## config.mk

```make
export PLATFORM = sky130hd
export DESIGN_NAME = rr_arbiter4
export DESIGN_NICKNAME = d
export VERILOG_FILES = /design/src/rtl/rr_arbiter4.sv
export SDC_FILE = /design/constraint.sdc
export NUM_CORES = 1
export LEC_CHECK = 0
export ABC_AREA = 1
export BUFFER_PORTS_ARGS = -buffer_cell sky130_fd_sc_hd__buf_2
export CAP_MARGIN = 40
export CORE_MARGIN = 3
export CORE_UTILIZATION = 53
export DETAILED_ROUTE_END_ITERATION = 8
export PLACE_DENSITY = 0.87
export SLEW_MARGIN = 20
export SYNTH_ARGS = -nofsm -noshare
export SYNTH_HDL_FRONTEND = slang
export SYNTH_SLANG_ARGS = --single-unit
```

## constraint.sdc

```tcl
create_clock -name clk -period 2.1 [get_ports clk]
set_input_delay 0.42 -clock clk [delete_from_list [all_inputs] [get_ports clk]]
set_output_delay 0.42 -clock clk [all_outputs]
set_load 0.03 [all_outputs]
```

## src/rtl/rr_arbiter4.sv

```systemverilog
// Four-requester round-robin arbiter with a registered one-hot grant and request/done release.
// Optional forced release after MAX_HOLD cycles is built when ARB_TIMEOUT_EN is defined.
module rr_arbiter4 #(
  parameter int unsigned MAX_HOLD = 8
) (
  input  logic       clk,
  input  logic       rst,
  input  logic [3:0] req,
  input  logic       done,
  output logic [3:0] gnt,
  output logic [1:0] gnt_idx,
  output logic       gnt_valid,
  output logic       timeout
);

  localparam logic [0:0] IDLE  = 1'b0;
  localparam logic [0:0] GRANT = 1'b1;

`ifdef ARB_TIMEOUT_EN
  localparam bit TIMEOUT_EN = 1'b1;
`else
  localparam bit TIMEOUT_EN = 1'b0;
`endif

  localparam logic [7:0] HOLD_LAST = 8'(MAX_HOLD - 1);

  logic [0:0] state_q, state_d;
  logic [3:0] gnt_q, gnt_d;
  logic [1:0] idx_q, idx_d;
  logic       valid_q, valid_d;
  logic       timeout_q, timeout_d;
  logic [7:0] hold_cnt_q, hold_cnt_d;
  logic [1:0] last_q, last_d;

  logic       win_found;
  logic [1:0] win_idx;
  logic [1:0] cand;
  logic       release_c;
  logic       force_c;

  // Rotating search: first set request at or after last+1, wrapping 3->0.
  always_comb begin
    win_found = 1'b0;
    win_idx   = 2'd0;
    cand      = 2'd0;
    for (int k = 1; k <= 4; k++) begin
      cand = last_q + 2'(k);
      if (!win_found && req[cand]) begin
        win_found = 1'b1;
        win_idx   = cand;
      end
    end
  end

  assign release_c = done | ~req[idx_q];
  assign force_c   = TIMEOUT_EN && (hold_cnt_q == HOLD_LAST);

  always_comb begin
    state_d    = state_q;
    gnt_d      = gnt_q;
    idx_d      = idx_q;
    valid_d    = valid_q;
    timeout_d  = 1'b0;
    hold_cnt_d = hold_cnt_q;
    last_d     = last_q;
    case (state_q)
      IDLE: begin
        if (win_found) begin
          state_d    = GRANT;
          idx_d      = win_idx;
          valid_d    = 1'b1;
          gnt_d      = 4'b0001 << win_idx;
          hold_cnt_d = 8'd0;
        end
      end
      GRANT: begin
        // A normal release wins over a simultaneous timeout, so timeout only flags forced drops.
        if (release_c || force_c) begin
          state_d    = IDLE;
          gnt_d      = 4'b0000;
          idx_d      = 2'd0;
          valid_d    = 1'b0;
          last_d     = idx_q;
          timeout_d  = ~release_c;
          hold_cnt_d = 8'd0;
        end else if (hold_cnt_q != 8'hFF) begin
          hold_cnt_d = hold_cnt_q + 8'd1;
        end
      end
      default: begin
        state_d = IDLE;
        gnt_d   = 4'b0000;
        idx_d   = 2'd0;
        valid_d = 1'b0;
      end
    endcase
  end

  always_ff @(posedge clk) begin
    if (rst) begin
      state_q    <= IDLE;
      gnt_q      <= 4'b0000;
      idx_q      <= 2'd0;
      valid_q    <= 1'b0;
      timeout_q  <= 1'b0;
      hold_cnt_q <= 8'd0;
      last_q     <= 2'd3;
    end else begin
      state_q    <= state_d;
      gnt_q      <= gnt_d;
      idx_q      <= idx_d;
      valid_q    <= valid_d;
      timeout_q  <= timeout_d;
      hold_cnt_q <= hold_cnt_d;
      last_q     <= last_d;
    end
  end

  assign gnt       = gnt_q;
  assign gnt_idx   = idx_q;
  assign gnt_valid = valid_q;
  assign timeout   = timeout_q;

endmodule

```

==> results of run 1 <==
[placed cells by master (no fill, tap or decap)]
cell type  synthesis  routed
nor2_8             1       1
clkbuf_1           0       1
nand4_1            3       3
inv_2              1       1
a21oi_1            7       7
nand2_2            9       9
clkbuf_4           0       3
buf_4              0       1
nor2b_1            1       1
o211ai_1           3       3
o21ai_0            3       3
nand3b_1           2       2
nand3_1            8       8
nand3b_4           1       1
a21boi_1           1       1
conb_1             1       1
dfxtp_1           11      11
buf_2              0      14
nand2_4            3       3
inv_1             12      12
nand2_1           39      39
a21oi_4            1       1
nand3_2            2       2
nor2_1             7       7
[metal layers]
metal  GRT usage [%]  routed length [microns]
met5               0                        0
met1            20.5                      742
met4            10.5                        8
met3            1.20                       29
met2            32.4                      787
[stage by stage]
| step | setup slack [ns] | instance area, sq um | power, mW |
|---|---|---|---|
| after global placement | 0.470 | 868 | 0.876 |
| after floorplan | 0.625 | 798 | 0.785 |
| after CTS | 0.468 | 895 | 1.03 |
| after global routing | 0.238 | 895 | 1.11 |
| after detailed placement | 0.452 | 868 | 0.888 |
| final | 0.457 | 895 | 1.02 |
[final cells by class]
cell class | count | area, sq um
inverter | 13 | 48.8
clock buffer | 4 | 26.3
sequential | 11 | 220
multi-input combinational | 92 | 503
timing repair buffer | 15 | 77.6
fill | 130 | 455
tap | 15 | 18.8
[cell families (layout without fill, tap and decap cells)]
family                 count (synthesis)  after routing
AOI/OAI and AO/OA                     15             15
buffers and inverters                 16             32
DFF                                   11             11
other                                  1              1
and+or+nand+nor                       76             76
[power by group]
group	internal [mW]	switching [mW]	leakage, nW
clock network	0.0734	0.0644	0.0150
registers	0.259	0.0398	0.0910
logic	0.195	0.389	0.393
total	0.527	0.493	0.499
[sequential cells by signal (all words and copies together) (netlist names)]
signal	count
timeout	1
last_q	2
gnt_valid	1
state_q	1
gnt_idx	2
gnt	4
[worst max-delay path by stage]
stage | start | slack [ns] | end | depth (start not counted)
finish | last_q[1] | 0.46 | gnt_idx[1] | 10
CTS | last_q[1] | 0.47 | gnt_idx[1] | 10
global route | last_q[1] | 0.24 | gnt[2] | 10
floorplan | last_q[0] | 0.63 | gnt[2] | 13
global placement | req[3] | 0.47 | gnt_idx[1] | 10
detailed placement | req[3] | 0.45 | gnt_idx[1] | 10
[critical path: cells and delay by family, from the launching register on]
kind            cells  cell delay [ns]
flops               1             0.43
buf+inv             1             0.18
compound gates      2             0.32
simple gates        7             0.63
==> run metrics, run 1 <==
number of port buffers=14; vias in the first global route=~680; Final nets=roughly 140; GRT Util Overall=~18%; post-synthesis mux area share=0%; Async SR Flop Fraction=0%; CTS max path bufs=2; CTS tree=done; Synth area leaders=dfxtp_1 (28%), nand2_1 (18%), nand2_2 (7.1%); clock skew=0.00191 ns; Core Area=approximately 0.0014 sq mm; compound-gate portion of the synthesized area=roughly 12%; Yosys reg bits=11; clock sink count=11; Synth Area in Simple Gates=between 50% and 60%; min-delay src=rst; antenna violations before repair=0; Final Setup Violations=0; routed wire length=1.57 mm; HPWL after DPL=between 1 and 1.5 mm; Routed WL per cell=between 10 and 15 microns; first-pass GRT wire length=between 2 and 3 mm; Clock Latency Late Sink=approximately 0.26 ns; CP Cell Sequence=inv_1 -> nand2_2 -> nand2_2 -> nand2_4 -> nand2_4 -> nor2_8 -> nand3b_4 -> a21oi_4 -> nand2_1 -> a21oi_1; postcts setup bufs=0; top cells by count, synth=nand2_1 (39), inv_1 (12), dfxtp_1 (11), nand2_2 (9), nand3_1 (8); Net Count, Synth=~130; post-synth top area share=between 20% and 30%; Mapped Avg Cell Area=roughly 6.7 sq um; Top FF cell, synth=dfxtp_1; yosys warns=0; Synth area leader=dfxtp_1; maximum vdd drop=0.612 mV; clock buffers created by TritonCTS=3; startpoint types=flip-flop; Worst setup EP type=flip-flop; P per Cell Area=1140 mW/mm^2; Synth Area in Adders=0%; status=finished clean; fmax=0.609 GHz; DR vias/cell=4.92; WS Path Type=flip-flop to flip-flop; Post-Synth XOR/XNOR Area=0%; Worst EP arrival=1.83 ns; worst hold path class=input pin to flip-flop; first drt pass iteration count=4; Die Footprint=around 0.002 sq mm; Die Wd=between 40 and 50 microns; Synth cell types=22; Final Core Density=approximately 66%; Slowest-stage cell, CP=dfxtp_1; GRT Residual Overflow=0; antenna cell count=0; Final Cycle Share=between 70% and 80%; DR iter-0 viols=21; unrepaired setup endpoints after global routing=false; cell with the most instances after synthesis=nand2_1; Ports=15; CTS H-tree lvls=1; fin crit period=between 1.5 and 2 ns; reg2reg end=gnt_idx[1]; Rows=13; Post-synth EDFFs=0; R2R cell count=10; hold slack final=~0.42 ns; synthesized area=roughly 800 sq um; Final Wtd Congestion=0.867; P_leak=between 0.4 and 0.5 nW; setup TNS=0 ns; Detail Route Antenna Nets=0; fin. max-slew vios=0; Post-route DRC=0; Worst path max stage delay=~0.43 ns; Worst EP required=2.29 ns; main combinational cell family by area after synthesis=simple AND/OR/NAND/NOR gates; part of the Yosys area used for sequential elements=around 28%; final hold vios=0; pin count of the biggest net entering global routing=12; Die Y=roughly 45 microns; Starting Density=about three fifths; Hold Path End=gnt_idx[0]; Clk pin slew, worst setup/hold paths=0.07 ns; Synth Instances=roughly 120; vias=roughly 740; Root Buffer=clkbuf_4; max-cap viol count=0; r2r setup slk=between 0.4 and 0.5 ns; Area growth syn-to-layout=12.1%; Layout Cells excl Fill=150; cts hold-fix bufs=0; Worst R2R Start=last_q[1]; hold path depth=2; post-cts sizing count=0; layout cells sized above 1=about a quarter; critical path fanouts, max=7; placed cell count=~150
No activity file was read; power rests on OpenSTA's default activity.
==> inputs of run 2 (changes only) <==
clock period = 1.7 ns   (was 2.1 ns; I/O delays follow)
==> run 2 against run 1 <==
Effect of this change:
- first-iteration DRC count is 24% lower
- global-route usage is 0.31 points higher
- clock power is 24% higher
- non-clock buffer count is 1 higher
- sequential share of layout area is 0.73 points lower
- sequential power is 22% higher
- worst setup slack worse by 0.33 ns
- cell count is 0.67% higher
- clock skew is 0.0017 ns lower
- fmax is 4.6% higher
- combinational power is 30% higher
- largest cell class unchanged
- largest power group unchanged
==> run metrics, run 2 (synthesis gave the netlist of run 1 again) <==
fin. max-slew vios=0; startpoint types=flip-flop; Flop pwr share=~28%; layout cells sized above 1=a little under a third; placed cell count=between 100 and 150; Clk pin slew, worst setup/hold paths=around 0.070 ns; Internal Pwr Total=660 uW; Routed WL per cell=between 10 and 15 microns; DR iter-0 viols=16; CTS H-tree lvls=1; Final nets=144; CTS tree=done; Rows=13; R2R cell count=10; Area growth syn-to-layout=15.5%; Die Y=between 40 and 50 microns; crit-path most repeated cell=nand2_2; Hold Path End=gnt[3]; highest-count cells in the layout ignoring fill and taps=nand2_1 (35), buf_2 (14), inv_1 (12), nand2_2 (12), dfxtp_1 (11); P per Cell Area=around 1400 mW/mm^2; vias=around 820; worst hold path class=input pin to flip-flop; CP Cell Sequence=buf_4 -> nand2_2 -> nand2_1 -> nand2_2 -> nand2_4 -> nor2_8 -> nand3b_4 -> a21oi_4 -> nand2_2 -> a21oi_2; clock buffers created by TritonCTS=3; Final Cycle Share=between 90% and 100%; number of port buffers=14; clock sink count=11; max-cap viol count=0; HPWL after DPL=1.26 mm; vias in the first global route=around 650; Worst R2R Start=last_q[0]; share of power burned in the clock network=a little over an eighth; antenna cell count=0; switch share=between 40 and 50%; hold path depth=2; Clock Latency Late Sink=~0.26 ns; Ports=15; Worst path max stage delay=0.32 ns; Root Buffer=clkbuf_4; Core Area=0.00135 sq mm; CTS max path bufs=2; critical path fanouts, max=8; most common cell after layout, fill and taps aside=nand2_1; fmax=around 0.64 GHz; Final Wtd Congestion=0.879; Post-DP Area=876 sq um; Buf/Inv on CP=1; Worst EP arrival=around 1.8 ns; combinational fraction of design power=58.6%; setup TNS=0 ns; GRT Residual Overflow=0; fin crit period=approximately 1.6 ns; filler cell count=between 100 and 150; GRT Util Overall=about 18%; post-cts sizing count=0; DR vias/cell=approximately 5.4; final hold vios=0; Layout Cells excl Fill=151; first drt pass iteration count=4; P_leak=0.510 nW; Place WS=roughly 0.16 ns; postcts setup bufs=0; max reg flops=4; Worst EP required=~1.9 ns; Post-route DRC=0; Final Worst Setup Slack=approximately 0.13 ns; routed wire length=~1.7 mm; Slowest-stage cell, CP=dfxtp_1; pin count of the biggest net entering global routing=12; antenna violations before repair=0; first-pass GRT wire length=between 2 and 3 mm; switching power=between 600 and 700 uW; Worst setup EP type=flip-flop; cts hold-fix bufs=0; Die Footprint=roughly 0.0020 sq mm; WS Path Type=flip-flop to flip-flop; Starting Density=59.1%; Die Wd=44.8 microns; reg2reg end=gnt[3]; status=finished clean; Top delay family on crit path=simple AND/OR/NAND/NOR gates; Final Setup Violations=0; maximum vdd drop=between 1 and 1.5 mV; Detail Route Antenna Nets=0; Final Core Density=roughly two thirds; clock skew=between 0.00015 and 0.0002 ns; min-delay src=rst; Final Cell Area=about 920 sq um; r2r setup slk=between 0.1 and 0.15 ns
[run 2: worst max-delay path by stage]
stage / start / endpoint / slack [ns] / cells past startpoint
CTS: last_q[0] / gnt[3] / 0.14 / 10
detailed placement: req[3] / gnt[0] / 0.16 / 10
finish: last_q[0] / gnt[3] / 0.13 / 10
global placement: req[3] / gnt_idx[1] / 0.18 / 10
floorplan: last_q[0] / gnt[2] / 0.23 / 13
global route: last_q[0] / gnt[1] / -0.03 / 10
[run 2: layout make-up]
type                       instances  area [sq um]  share of cell area [%]
multi-input combinational         92           522                    56.6
clock buffer                       3          22.5                    2.44
inverter                          13          48.8                    5.29
tap                               15          18.8                    2.04
clock inverter                     1          5.00                   0.543
sequential                        11           220                    23.9
timing repair buffer              16          85.1                    9.23
[run 2: per-layer routing]
metal / up-vias / routed length, microns / global-route usage, %
met5: - / 0 / 0
met4: 0 / 64 / 14.6
met3: 6 / 70 / 1.20
met2: 19 / 787 / 28.4
met1: 378 / 737 / 23.1
li1: 413 / - / -
[run 2: power groups by stage]
stage | logic, mW | clock network (mW) | registers [mW]
3_5_place_dp | 0.734 | 0 | 0.368
6_report | 0.757 | 0.171 | 0.364
2_1_floorplan | 0.513 | 0 | 0.458
3_3_place_gp | 0.721 | 0 | 0.368
4_1_cts | 0.738 | 0.180 | 0.363
5_1_grt | 0.835 | 0.190 | 0.371
[run 2: metrics by stage]
stage	hold WS (ns)	total power, mW
finish	0.340	1.29
floorplan	0.464	0.970
CTS	0.333	1.28
detailed placement	0.445	1.10
global route	0.354	1.40
global placement	0.444	1.09
